===== src/rtl/serial_write_queue.sv =====
// Byte queue feeding the serial write buffer: parallel words are buffered in a
// small circular FIFO and issued one at a time with a start strobe / done handshake.
module serial_write_queue #(
  parameter int DATA_WIDTH = 8,
  parameter int DEPTH      = 4
) (
  input  logic                     sys_clk,
  input  logic                     rst,
  input  logic                     push,
  input  logic [DATA_WIDTH-1:0]    push_data,
  input  logic                     flush,
  output logic                     full,
  output logic                     empty,
  output logic [$clog2(DEPTH):0]   count,
  output logic                     overflow,
  output logic                     busy,
  output logic                     buf_start,
  output logic [DATA_WIDTH-1:0]    buf_data,
  input  logic                     buf_done
);

  localparam int AW = $clog2(DEPTH);
  localparam int CW = AW + 1;

  typedef enum logic [1:0] {IDLE, START, GUARD, WAIT_DONE} state_e;

  logic [DATA_WIDTH-1:0] mem_q [DEPTH];
  logic [AW-1:0]         wr_ptr_q, wr_ptr_d;
  logic [AW-1:0]         rd_ptr_q, rd_ptr_d;
  logic [CW-1:0]         count_q, count_d;
  logic                  overflow_q;
  state_e                state_q;
  logic                  busy_q, buf_start_q;
  logic [DATA_WIDTH-1:0] buf_data_q;
  logic                  push_ok, pop;

  assign full     = (count_q == CW'(DEPTH));
  assign empty    = (count_q == '0);
  assign count    = count_q;
  assign overflow = overflow_q;
  assign busy     = busy_q;
  assign buf_start = buf_start_q;
  assign buf_data = buf_data_q;

  // Fullness is judged on the registered count, so a same-cycle pop never rescues a push.
  assign push_ok = push && !full && !flush;
  assign pop     = (state_q == IDLE) && !empty && buf_done;

  always_comb begin
    // NOTE: every combinational output gets a default first so no path infers a latch.
    wr_ptr_d = wr_ptr_q;
    rd_ptr_d = rd_ptr_q;
    count_d  = count_q;
    if (push_ok) wr_ptr_d = wr_ptr_q + AW'(1);
    if (pop)     rd_ptr_d = rd_ptr_q + AW'(1);
    case ({push_ok, pop})
      2'b10:   count_d = count_q + CW'(1);
      2'b01:   count_d = count_q - CW'(1);
      default: count_d = count_q;
    endcase
    // Flush drops everything still queued; a word popped this cycle is already in flight.
    if (flush) begin
      rd_ptr_d = wr_ptr_q;
      count_d  = '0;
    end
  end

  always_ff @(posedge sys_clk) begin
    // NOTE: state registers use non-blocking assignments so every flop samples pre-edge values.
    if (rst) begin
      wr_ptr_q   <= '0;
      rd_ptr_q   <= '0;
      count_q    <= '0;
      overflow_q <= 1'b0;
    end else begin
      wr_ptr_q   <= wr_ptr_d;
      rd_ptr_q   <= rd_ptr_d;
      count_q    <= count_d;
      overflow_q <= push && full;
    end
  end

  // NOTE: the storage array is deliberately left out of reset; count and pointers gate every read.
  always_ff @(posedge sys_clk) begin
    if (push_ok) mem_q[wr_ptr_q] <= push_data;
  end

  always_ff @(posedge sys_clk) begin
    if (rst) begin
      state_q     <= IDLE;
      busy_q      <= 1'b0;
      buf_start_q <= 1'b0;
      buf_data_q  <= '0;
    end else begin
      case (state_q)
        IDLE: begin
          buf_start_q <= 1'b0;
          busy_q      <= 1'b0;
          if (pop) begin
            buf_data_q  <= mem_q[rd_ptr_q];
            buf_start_q <= 1'b1;
            busy_q      <= 1'b1;
            state_q     <= START;
          end
        end
        START: begin
          buf_start_q <= 1'b0;
          state_q     <= GUARD;
        end
        // The buffer only drops done after it has seen start, so skip one sample.
        GUARD: state_q <= WAIT_DONE;
        WAIT_DONE: begin
          if (buf_done) begin
            busy_q  <= 1'b0;
            state_q <= IDLE;
          end
        end
        default: begin
          state_q     <= IDLE;
          busy_q      <= 1'b0;
          buf_start_q <= 1'b0;
        end
      endcase
    end
  end

endmodule


===== config.mk =====
export PLATFORM = sky130hd
export DESIGN_NAME = serial_write_queue
export DESIGN_NICKNAME = d
export VERILOG_FILES = /design/src/rtl/serial_write_queue.sv
export SDC_FILE = /design/constraint.sdc
export NUM_CORES = 1
export LEC_CHECK = 0
export ABC_AREA = 1
export BUFFER_PORTS_ARGS = -buffer_cell sky130_fd_sc_hd__buf_2
export CORE_MARGIN = 1
export CORE_UTILIZATION = 31
export CTS_BUF_LIST = sky130_fd_sc_hd__clkbuf_4
export DETAILED_ROUTE_END_ITERATION = 16
export SLEW_MARGIN = 15
export SYNTH_ARGS = -nofsm -noshare
export SYNTH_HDL_FRONTEND = slang
export SYNTH_SLANG_ARGS = --single-unit

===== constraint.sdc =====
create_clock -name sys_clk -period 3.1 [get_ports sys_clk]
set_input_delay 0.155 -clock sys_clk [delete_from_list [all_inputs] [get_ports sys_clk]]
set_output_delay 0.155 -clock sys_clk [all_outputs]
set_load 0.02 [all_outputs]

# [After elaboration in Yosys (flattened, before gate mapping)]
# Memory sizes are Yosys's and may differ from the RTL's. A register that Yosys moved wholly into a read port is not among the register bits.
# Index checks and enable logic that the tools add are counted.
[totals] rom_bits=0 latch_bits=0 inputBits=13 mem_count=1 wordCells=50 out_inout_bits=16 ram_bits=32 ff_bits=12
[op_classes] bitwise=0 n_reduce_logical=18 shifts=0 order_cmp=0 n_addsub=4 div_mod_pow=0 n_mux=12 n_eq_ne=8 multipliers=0
[mem_list] name="mem_q" depth=4 word_bits=8 read_ports=1 rd_ports_with_merged_regs=1 wr=1 line_no="27" text="logic [DATA_WIDTH-1:0] mem_q [DEPTH];"
[ops] op="2-to-1 mux 2 bit" n=4
[ops] op="one-hot mux 2 bit (4 select lines)" n=1
[ops] op="nonzero test 2 bit" n=4
[ops] op="== test 2 bit (second input constant)" n=3
[ops] op="one-hot mux 3 bit (2 select lines)" n=1
[ops] op="AND reduction 2 bit" n=3
[ops] op="logical AND 1 bit" n=5
[ops] op="adder 2 x 1 -> 2 bit (second input constant)" n=2
[ops] op="== test 2 x 1 -> 1 bit (second input constant)" n=2
[ops] op="2-to-1 mux 1 bit" n=4
[ops] op="inequality test 2 bit (second input constant)" n=2
[ops] op="one-hot mux 1 bit (2 select lines)" n=2
[ops] op="adder 3 x 1 -> 3 bit (second input constant)" n=1
[ops] op="== test 3 bit (second input constant)" n=1
[ops] op="logical NOT 1 bit" n=3
[ops] op="logical NOT 3 bit" n=1
[ops] op="subtractor 3 x 1 -> 3 bit (second input constant)" n=1
[ops] op="logical NOT 2 bit" n=1
[ops] op="OR reduction 2 bit" n=1

# [Logic depth before layout (Yosys ltp)]
[depth] depth_word=6 mapped_depth=14 ltp_nobuf=14

# [Worst setup path before layout]
# OpenSTA, ideal clock, no wires.
[synth_path] path_kind="register to register" startpoint="reg state_q[0]" endpoint="reg count_q[2], in the netlist count[2]" arrival_time_ps=1848 setup_slack_ps=1137 n_path_buf=0 synth_period_minus_slack_ps=1963 path_stages_with_launch=15 path_cell_list="dfxtp_1 > inv_1 > ha_1 > nand2_1 > clkinv_2 > nand2_4 > inv_2 > ha_1 > inv_1 > fa_1 > inv_1 > nand2_1 > nand3_1 > xor2_1 > nor2_1"
[synth_between] elab_chain_cells=5
[synth_rtl] item="start: declaration" line_no="32" text="state_e state_q;"
[synth_rtl] item="start signal: assignment" line_no="90" text="state_q <= IDLE;"
[synth_rtl] item="start signal: assignment" line_no="103" text="state_q <= START;"
[synth_rtl] item="start signal: assignment" line_no="108" text="state_q <= GUARD;"
[synth_rtl] item="logical NOT 2 bit *" line_no="47" text="assign pop = (state_q == IDLE) && !empty && buf_done;"
[synth_rtl] item="logical AND 1 bit * (2 in a row)" line_no="47"
[synth_rtl] item="== test 2 x 1 -> 1 bit or == test 2 bit (tied branches)" line_no="56" text="case ({push_ok, pop})"
[synth_rtl] item="one-hot mux 3 bit (2 select lines) or nonzero test 2 bit (tied branches)"
[synth_rtl] item="end signal: assignment" line_no="78" text="count_q <= count_d;"
[synth_rtl] item="end: declaration" line_no="30" text="logic [CW-1:0] count_q, count_d;"
# Every way passes the cells marked *; elsewhere a longest branch is shown, timed or not.
# A chain may end at the register's enable or synchronous reset.

# [Final worst setup path]
# Ends and elaborated chain as after synthesis.

==> flow_metrics.tcl <==
set metrics [dict create \
    diodes 0 \
    drive_above_1_share_pct 23.2 \
    fin_skew_ns 0.0141 \
    synth_seq_cells 52 \
    fp.dieH_um 88.8 \
    yosysTopAreaCellShare_pct 41.1 \
    synth_top_area_cell "edfxtp_1" \
    dieArea_sq_mm 0.00789 \
    drc_errors 0 \
    start_util_pct 32.2 \
    overflow 0 \
    cts_tree "yes" \
    setup_tns_ns 0 \
    cap_violations 0 \
    syn_nets 256 \
    die_w_um 88.8 \
    syn_area_sq_mm 0.00234 \
    fillers 750 \
    hold_path_startpoint "push_data[2]" \
    ys_async_sr_fraction_pct 0 \
    drtIter0Drc 79 \
    h-tree-depth 2 \
    powerDensity_mw_per_mm2 532 \
    synthTopCellsByArea "edfxtp_1, dfxtp_1, nor2_1" \
    yosysSeqAreaShare_pct 58.2 \
    min_period_ns 2.21 \
    reg2reg_depth 14 \
    irDropWorstVdd_mv 0.171 \
    holdCritPathClass "in -> reg" \
    area_growth_pct 14.4 \
    cp_data_required_time_ns 3.40 \
    hold_slack_ns 0.00868 \
    synth_cell_types 29 \
    crit_start "state_q[0]" \
    synth_edf_count 32 \
    multiInputGateArea_sq_um 797 \
    clk_pin_slew_ns 0.16 \
    slew_viol_final 0 \
    grt_pass1_vias 1458 \
    grt_pass1_wl_um 7020 \
    syn_inst 233 \
    rows 31 \
    yosys_warnings 0 \
    slew_headroom_pct 41.0 \
    final_util_pct 36.9 \
    crit_path_max_fanout 13 \
    setup_viol 0 \
    seq_area_sq_mm 0.00136 \
    syn_avg_cell_area_sq_um 10.0 \
    end_kind "register" \
    drtPass1Iterations 4 \
    fin_crit_sh_pct 71.2 \
    clockRootBuffer "clkbuf_4" \
    rrSetupSlack_ns 0.89 \
    drtAntennaViolNets 0 \
    synthFlopType "edfxtp_1" \
    io_pins 29 \
    ctsResizeCount 0 \
    antenna_found_initial 0 \
    core_sq_mm 0.00725 \
    tightestPinTransition_ns 0.882 \
    arrival_ns 2.50 \
    hold_violations 0 \
    io_buffers 28 \
    cp-start-kind "register" \
    max_freq_ghz 0.453 \
    cts_buffer_depth 2 \
    via_per_inst 4.19 \
    crit_type "reg -> reg" \
    synth.most_common_cell "nor2_1" \
    finalNetCount 294 \
    ctsHoldBuffers 8 \
    placed_cells 355 \
    stdcell_count 371 \
    cts_buffers 5 \
    grt_max_degree 18 \
    totalWireLength_um 4370 \
    clk_latency_ns 0.37 \
    wire_per_inst_um 11.8 \
    worstSetupEndpoint "count[2]" \
    timing.rr.end "count[2]" \
    rsz0062_at_grt "no" \
    post_cts_buffers 0 \
    clock-sinks 52 \
    dpl.hpwl_um 3080 \
    r2r_start "state_q[0]" \
    status "finished, final reports clean" \
    gp_congestion 0.752 \
    p_leak_nw 1.10 \
    track_usage_pct 12.2 \
    synth_commonest_cells "nor2_1, edfxtp_1, nand2_1" \
    vias 1556 \
]
power breakdown:
part           internal (mW)  leakage [nW]  switching, mW  total (mW)
Sequential             0.773         0.454         0.0351       0.809
Combinational          0.113         0.616          0.185       0.299
Clock                 0.0922        0.0356          0.224       0.316
Total                  0.979          1.10          0.445        1.42
final cells by class:
type	count	area share, %
clock inverter	3	0.842
clock buffer	5	1.40
timing repair buffer	37	8.52
tap	99	4.63
multi-input combinational	149	29.8
inverter	26	3.88
sequential	52	50.9
sequential cells by signal, indices dropped and copies added (netlist names), 2 cells and up:
name	count
rd_ptr_q	2
wr_ptr_q	2
mem_q	32
buf_data	8
count	3
state_q	2
routing by layer:
metal,part of all wire (%),GRT usage (%),routed length [um]
met4,1.1,3.81,50
met3,3.8,3.08,168
met2,49,22.2,2130
met5,0,0,0
met1,46,14.1,2020
stage by stage:
| stage | total power, mW | worst slack, ns | cell area, sq um |
|---|---|---|---|
| global route | 1.50 | 0.700 | 2670 |
| finish | 1.42 | 0.891 | 2670 |
| floorplan | 1.05 | 1.14 | 2340 |
| detailed placement | 1.12 | 0.898 | 2530 |
| CTS | 1.43 | 0.890 | 2670 |
| global placement | 1.11 | 0.957 | 2530 |
worst max-delay path, stage by stage (launching register included):
cell	delay [ns]
dfxtp_1	0.36
inv_1	0.10
ha_1	0.24
nand2_1	0.09
clkinv_2	0.07
nand2_4	0.11
inv_2	0.17
ha_1	0.18
inv_1	0.07
fa_1	0.37
inv_1	0.06
nand2_1	0.04
nand3_1	0.08
xor2_1	0.14
nor2_1	0.05
cell families (layout without fill, tap and decap cells):
kind of cell	Yosys count	in the layout	share of synthesized area (%)
xor gates and xnor gates	1	1	0.375
DFF	52	52	58.2
and+or+nand+nor	102	102	19.6
buffers and inverters	32	71	7.65
AOI/OAI and AO/OA	36	36	8.46
adders and majority gates	10	10	5.67
worst min-delay path by stage:
stage,depth (start not counted),slack [ns],endpoint
after global placement,1,0.37,mem_q[2][3]
after global routing,1,0.004,mem_q[1][2]
final,1,0.009,mem_q[1][2]
after floorplan,1,0.22,busy
after CTS,1,0.008,mem_q[2][2]
after detailed placement,1,0.38,mem_q[1][3]
cells in the final DEF, fill, tap and decap left out, drive strengths merged, types with 2 or more instances in the layout:
cell type    instances
inv                 26
dfxtp               20
clkinv               3
o21ai               28
nand2               32
ha                   9
dlygate4sd3          8
clkbuf               5
a21oi                6
edfxtp              32
a211oi               2
nor2                63
nand3                6
buf                 29
(Power assumes the default switching activity.)
